<file path="config.mk">
export PLATFORM = sky130hd
export DESIGN_NAME = mem_arbiter
export DESIGN_NICKNAME = d
export VERILOG_FILES = /design/src/rtl/mem_arbiter.sv
export SDC_FILE = /design/constraint.sdc
export NUM_CORES = 1
export LEC_CHECK = 0
export ABC_AREA = 1
export CORE_ASPECT_RATIO = 1.75
export CORE_MARGIN = 3
export CORE_UTILIZATION = 38
export CTS_BUF_LIST = sky130_fd_sc_hd__clkbuf_8
export CTS_CLUSTER_SIZE = 24
export DETAILED_ROUTE_END_ITERATION = 6
export PLACE_DENSITY = 0.85
export SLEW_MARGIN = 25
export SYNTH_ARGS = -nofsm -noshare
export SYNTH_HDL_FRONTEND = slang
export SYNTH_SLANG_ARGS = --single-unit
</file>
<file path="constraint.sdc">
create_clock -name clk -period 1.6 [get_ports clk]
set_clock_uncertainty 0.15 [all_clocks]
set_input_delay 0.4 -clock clk [delete_from_list [all_inputs] [get_ports clk]]
set_output_delay 0.4 -clock clk [all_outputs]
set_load 0.02 [all_outputs]
</file>
<file path="src/rtl/mem_arbiter.sv">
// mem_arbiter: three-way shared-memory arbiter (LCD > DMA > CPU) with a DMA burst cap and pipelined read returns
// Ports:
//   clk, reset_n                          clock and asynchronous active-low reset
//   cpu_req/we/addr/wdata -> cpu_gnt      CPU access request and grant
//   dma_req/we/addr/wdata -> dma_gnt      DMA access request and grant
//   lcd_req/addr          -> lcd_gnt      LCD read-only VRAM fetch and grant
//   *_rdata, *_rvalid                     per-requester read return, valid 3 cycles after grant
//   mem_en/we/addr/wdata, mem_rdata       shared memory port; mem_rdata valid one cycle after mem_en
module mem_arbiter #(
  parameter int DMA_BURST_MAX = 8
) (
  input  logic        clk,
  input  logic        reset_n,
  input  logic        cpu_req,
  input  logic        cpu_we,
  input  logic [15:0] cpu_addr,
  input  logic [7:0]  cpu_wdata,
  output logic        cpu_gnt,
  output logic [7:0]  cpu_rdata,
  output logic        cpu_rvalid,
  input  logic        dma_req,
  input  logic        dma_we,
  input  logic [15:0] dma_addr,
  input  logic [7:0]  dma_wdata,
  output logic        dma_gnt,
  output logic [7:0]  dma_rdata,
  output logic        dma_rvalid,
  input  logic        lcd_req,
  input  logic [12:0] lcd_addr,
  output logic        lcd_gnt,
  output logic [7:0]  lcd_rdata,
  output logic        lcd_rvalid,
  output logic        mem_en,
  output logic        mem_we,
  output logic [15:0] mem_addr,
  output logic [7:0]  mem_wdata,
  input  logic [7:0]  mem_rdata
);
  localparam logic [1:0] OWN_NONE = 2'd0;
  localparam logic [1:0] OWN_CPU  = 2'd1;
  localparam logic [1:0] OWN_DMA  = 2'd2;
  localparam logic [1:0] OWN_LCD  = 2'd3;
  logic [3:0]  r_dma_run;
  logic [1:0]  r_s1_own, r_s2_own;
  logic        r_s1_rd, r_s2_rd;
  logic        w_cpu_turn;
  logic [1:0]  w_own;
  logic        w_we;
  logic [15:0] w_addr;
  logic [7:0]  w_wdata;
  // CPU steals the slot once DMA has used up its burst while the CPU waited
  assign w_cpu_turn = cpu_req && (r_dma_run == 4'(DMA_BURST_MAX));
  always_comb begin
    lcd_gnt = reset_n && lcd_req;
    dma_gnt = reset_n && dma_req && !lcd_req && !w_cpu_turn;
    cpu_gnt = reset_n && cpu_req && !lcd_req && (!dma_req || w_cpu_turn);
    w_own   = lcd_gnt ? OWN_LCD : dma_gnt ? OWN_DMA : cpu_gnt ? OWN_CPU : OWN_NONE;
    w_we    = dma_gnt ? dma_we : cpu_gnt ? cpu_we : 1'b0;
    w_addr  = lcd_gnt ? {3'b010, lcd_addr} : dma_gnt ? dma_addr : cpu_addr;
    w_wdata = dma_gnt ? dma_wdata : cpu_gnt ? cpu_wdata : 8'd0;
  end
  // LCD grants leave the count untouched, so an LCD fetch never earns DMA an extra slot
  always_ff @(posedge clk or negedge reset_n) begin
    if (!reset_n) r_dma_run <= 4'd0;
    else if (!cpu_req || cpu_gnt) r_dma_run <= 4'd0;
    else if (dma_gnt) r_dma_run <= r_dma_run + 4'd1;
  end
  always_ff @(posedge clk or negedge reset_n) begin
    if (!reset_n) begin
      mem_en    <= 1'b0;
      mem_we    <= 1'b0;
      mem_addr  <= 16'd0;
      mem_wdata <= 8'd0;
      r_s1_own  <= OWN_NONE;
      r_s1_rd   <= 1'b0;
      r_s2_own  <= OWN_NONE;
      r_s2_rd   <= 1'b0;
    end else begin
      mem_en    <= w_own != OWN_NONE;
      mem_we    <= w_we;
      mem_addr  <= w_addr;
      mem_wdata <= w_wdata;
      r_s1_own  <= w_own;
      r_s1_rd   <= (w_own != OWN_NONE) && !w_we;
      r_s2_own  <= r_s1_own;
      r_s2_rd   <= r_s1_rd;
    end
  end
  // stage 2 lines up with the cycle mem_rdata is valid; capture into the owner's return register
  always_ff @(posedge clk or negedge reset_n) begin
    if (!reset_n) begin
      cpu_rvalid <= 1'b0;
      dma_rvalid <= 1'b0;
      lcd_rvalid <= 1'b0;
      cpu_rdata  <= 8'd0;
      dma_rdata  <= 8'd0;
      lcd_rdata  <= 8'd0;
    end else begin
      cpu_rvalid <= r_s2_rd && (r_s2_own == OWN_CPU);
      dma_rvalid <= r_s2_rd && (r_s2_own == OWN_DMA);
      lcd_rvalid <= r_s2_rd && (r_s2_own == OWN_LCD);
      if (r_s2_rd && (r_s2_own == OWN_CPU)) cpu_rdata <= mem_rdata;
      if (r_s2_rd && (r_s2_own == OWN_DMA)) dma_rdata <= mem_rdata;
      if (r_s2_rd && (r_s2_own == OWN_LCD)) lcd_rdata <= mem_rdata;
    end
  end
endmodule
</file>
==> qor.yml <==
coreArea_mm2: 0.00669
grt_usage_pct: 19.9
path_class: "reg -> out"
hold_viol: 0
antenna_cells: 0
drive_gt1_share_pct: 16.0
drt_wl_total_mm: 7.89
fill_cells: 545
intPower_w: 0.00305
hold_class: "in -> async"
worst_pin_slew_ns: 0.468
nets: 542
dieArea_mm2: 0.00815
postSynthAreaPerCell_um2: 8.90
via_count: 2571
rsz0062_at_grt: "true"
report.final.slew_viol_count: 0
grt_pass1_wl_mm: 12.4
setup_viol: 22
drt_first_pass_iters: 4
worstSetupStartpointType: "flip-flop"
start_util_pct: 40.2
worst_setup_path_end_kind: "primary output"
overflow: 0
tns_ns: -2.19
power.switching_w: 0.00133
die_w_um: 69.6
power.density_mw_per_mm2: 988
whs_ns: 0.0494
drc: 0
area_delta_synth_final_pct: 65.3
critPathMaxFanout: 3
gp_congestion: 0.835
place_area_mm2: 0.00422
ios: 132
cts_tree: "built"
dp_slack_ns: -0.913
clock_power_share_pct: 28.9
grt_pass1_vias: 2609
vdd_drop_max_mv: 0.660
clk_pin_slew_ns: 0.07
ys_types: 19
ff_latch_area_mm2: 0.00158
p_leak_nw: 2.32
period_needed_ns: 2.06
timing.rr.start: "r_dma_run[0]$_DFFE_PN0P_"
yosysWarningCount: 0
status: "complete, but fails checks"
ys_seq_elements: 63
die-height_um: 117
syn-num-nets: 380
max_freq_mhz: 486
syn_inst: 302
wl_per_cell_um: 14.3
row_count: 39
synth_area_mm2: 0.00269
cap_violations: 0
pwr-share-comb_pct: 26.9
via_per_inst: 4.67
p_sw_share_pct: 30.4
grt_start_max_net_pins: 55
crit_required_ns: 1.05
hpwl_mm: 5.97
antenna_found_initial: 0
violations: "setup timing"
multi_input_area_um2: 952
worstSkewPairLatency_ns: 0.33
power_w: 0.00439
cts.sinks: 63
relSlewSlack_pct: 68.8
critical_path.startpoint: "r_dma_run[0]$_DFFE_PN0P_"
drt.antenna.violating_nets: 0
crit_arrival_ns: 1.51
port_buffers: 131
pwr-share-seq_pct: 44.2
numCtsBuffers: 9
synth_seq_area_share_pct: 58.7
period_share_pct: 129
cts_buffer_depth: 2
h-tree-depth: 3
final_area_mm2: 0.00444
setup_slack_ns: -0.458
ctsRootBufferMaster: "clkbuf_8"
dr.first_iter.drc_count: 134
[worst paths after layout]
path	cells after the start	end	slack, ns
max in group asynchronous	4	mem_addr[0]$_DFF_PN0_	0.57
max reg2reg	11	mem_addr[12]$_DFF_PN0_	-0.11
min reg2reg	0	r_s2_own[1]$_DFF_PN0_	0.19
max	9	dma_gnt	-0.46
min in group clk	0	r_s2_own[1]$_DFF_PN0_	0.19
min	2	r_dma_run[2]$_DFFE_PN0P_	0.05
[cells in the final DEF (no fill, tap or decap)]
cell type / synthesis / layout
inv_4: 0 / 1
nor2_1: 12 / 10
dlygate4sd2_1: 0 / 14
clkinv_2: 0 / 2
clkinvlp_4: 0 / 1
nand2_2: 2 / 2
inv_1: 35 / 34
o21ai_0: 26 / 26
buf_4: 2 / 27
buf_2: 2 / 1
clkbuf_8: 0 / 9
dfrtp_1: 63 / 63
nand2_1: 104 / 101
bufinv_16: 0 / 1
xor2_1: 1 / 1
inv_2: 3 / 5
nand2_4: 2 / 5
nor2_4: 0 / 2
nand3b_1: 13 / 13
nand4_1: 2 / 2
nand3_1: 25 / 24
ha_4: 0 / 1
buf_6: 3 / 4
dlygate4sd3_1: 0 / 1
clkdlybuf4s15_1: 0 / 30
nand3_2: 0 / 1
clkdlybuf4s15_2: 0 / 2
clkdlybuf4s50_1: 0 / 72
nor2_8: 1 / 1
o31ai_1: 1 / 1
clkbuf_2: 0 / 9
clkdlybuf4s18_2: 0 / 1
ha_1: 2 / 1
[kinds of logic after synthesis]
logic type / synth area share (%)
simple gates: 27.0
flops: 58.7
buf+inv: 7.92
compound gates: 5.12
fa+ha+maj: 0.931
xor+xnor: 0.326
[power groups by stage]
stage	logic, W	registers (W)	clock network [W]
after floorplan	0.000259	0.00224	0
after global placement	0.00129	0.00196	0
after detailed placement	0.00132	0.00197	0
after CTS	0.00120	0.00194	0.00130
after global routing	0.00127	0.00197	0.00137
final	0.00118	0.00194	0.00127
[final cells by class]
| type | instances | share of cell area (%) |
|---|---|---|
| timing repair buffer | 161 | 33.4 |
| clock buffer | 9 | 2.79 |
| inverter | 38 | 3.27 |
| multi-input combinational | 191 | 21.4 |
| clock inverter | 6 | 1.24 |
| sequential | 63 | 35.5 |
| tap | 82 | 2.31 |
[worst max-delay path, cell delays in order, from the launching register on]
cell	delay (ns)
dfrtp_1	0.40
inv_2	0.09
ha_4	0.14
nand2_4	0.05
inv_2	0.06
nand2_4	0.06
buf_6	0.13
nand2_4	0.05
inv_2	0.05
buf_6	0.12
[repair_timing]
| item | 4_1_cts | 5_1_grt |
|---|---|---|
| resized for setup | 94 | 43 |
| setup endpoints to repair | 81 | 65 |
| buffers inserted | 3 | 3 |
| endpoints found under the hold margin | 6 | 0 |
| hold buffers | 1 | 0 |
| pin swaps | 2 | 6 |
[per-layer routing]
layer,GRT usage (%),wire (µm),part of all wire [%],vias up
met5,0,0,0,-
met4,10.0,188,2.4,0
met3,5.30,478,6.1,18
met2,38.5,4530,57,104
met1,19.1,2690,34,1188
li1,-,-,-,1261
[registers in the layout (all words and copies together), names as in the netlist, 2 cells and up]
signal and flops:
lcd_rdata 8, mem_wdata 8, cpu_rdata 8, r_dma_run 4, r_s2_own 2, dma_rdata 8
r_s1_own 2, mem_addr 16
[stage by stage]
step           cells  utilization [%]
2_1_floorplan    302                -
3_3_place_gp     529             63.1
3_5_place_dp     529             63.1
4_1_cts          548             65.9
5_1_grt          550             66.4
6_report         550             66.4
[synthesized netlist by cell type (all sizes together)]
cell | n | share of area [%]
clkbuf | 3 | 0.42
o21ai | 26 | 4.8
xor2 | 1 | 0.33
o31ai | 1 | 0.28
nand2 | 108 | 16
nand4 | 2 | 0.47
nand3 | 25 | 4.7
ha | 2 | 0.93
nor2 | 13 | 2.4
dfrtp | 63 | 59
inv | 38 | 5.3
nand3b | 13 | 3.6
buf | 7 | 2.2
Power figures use the tool's default switching activity.
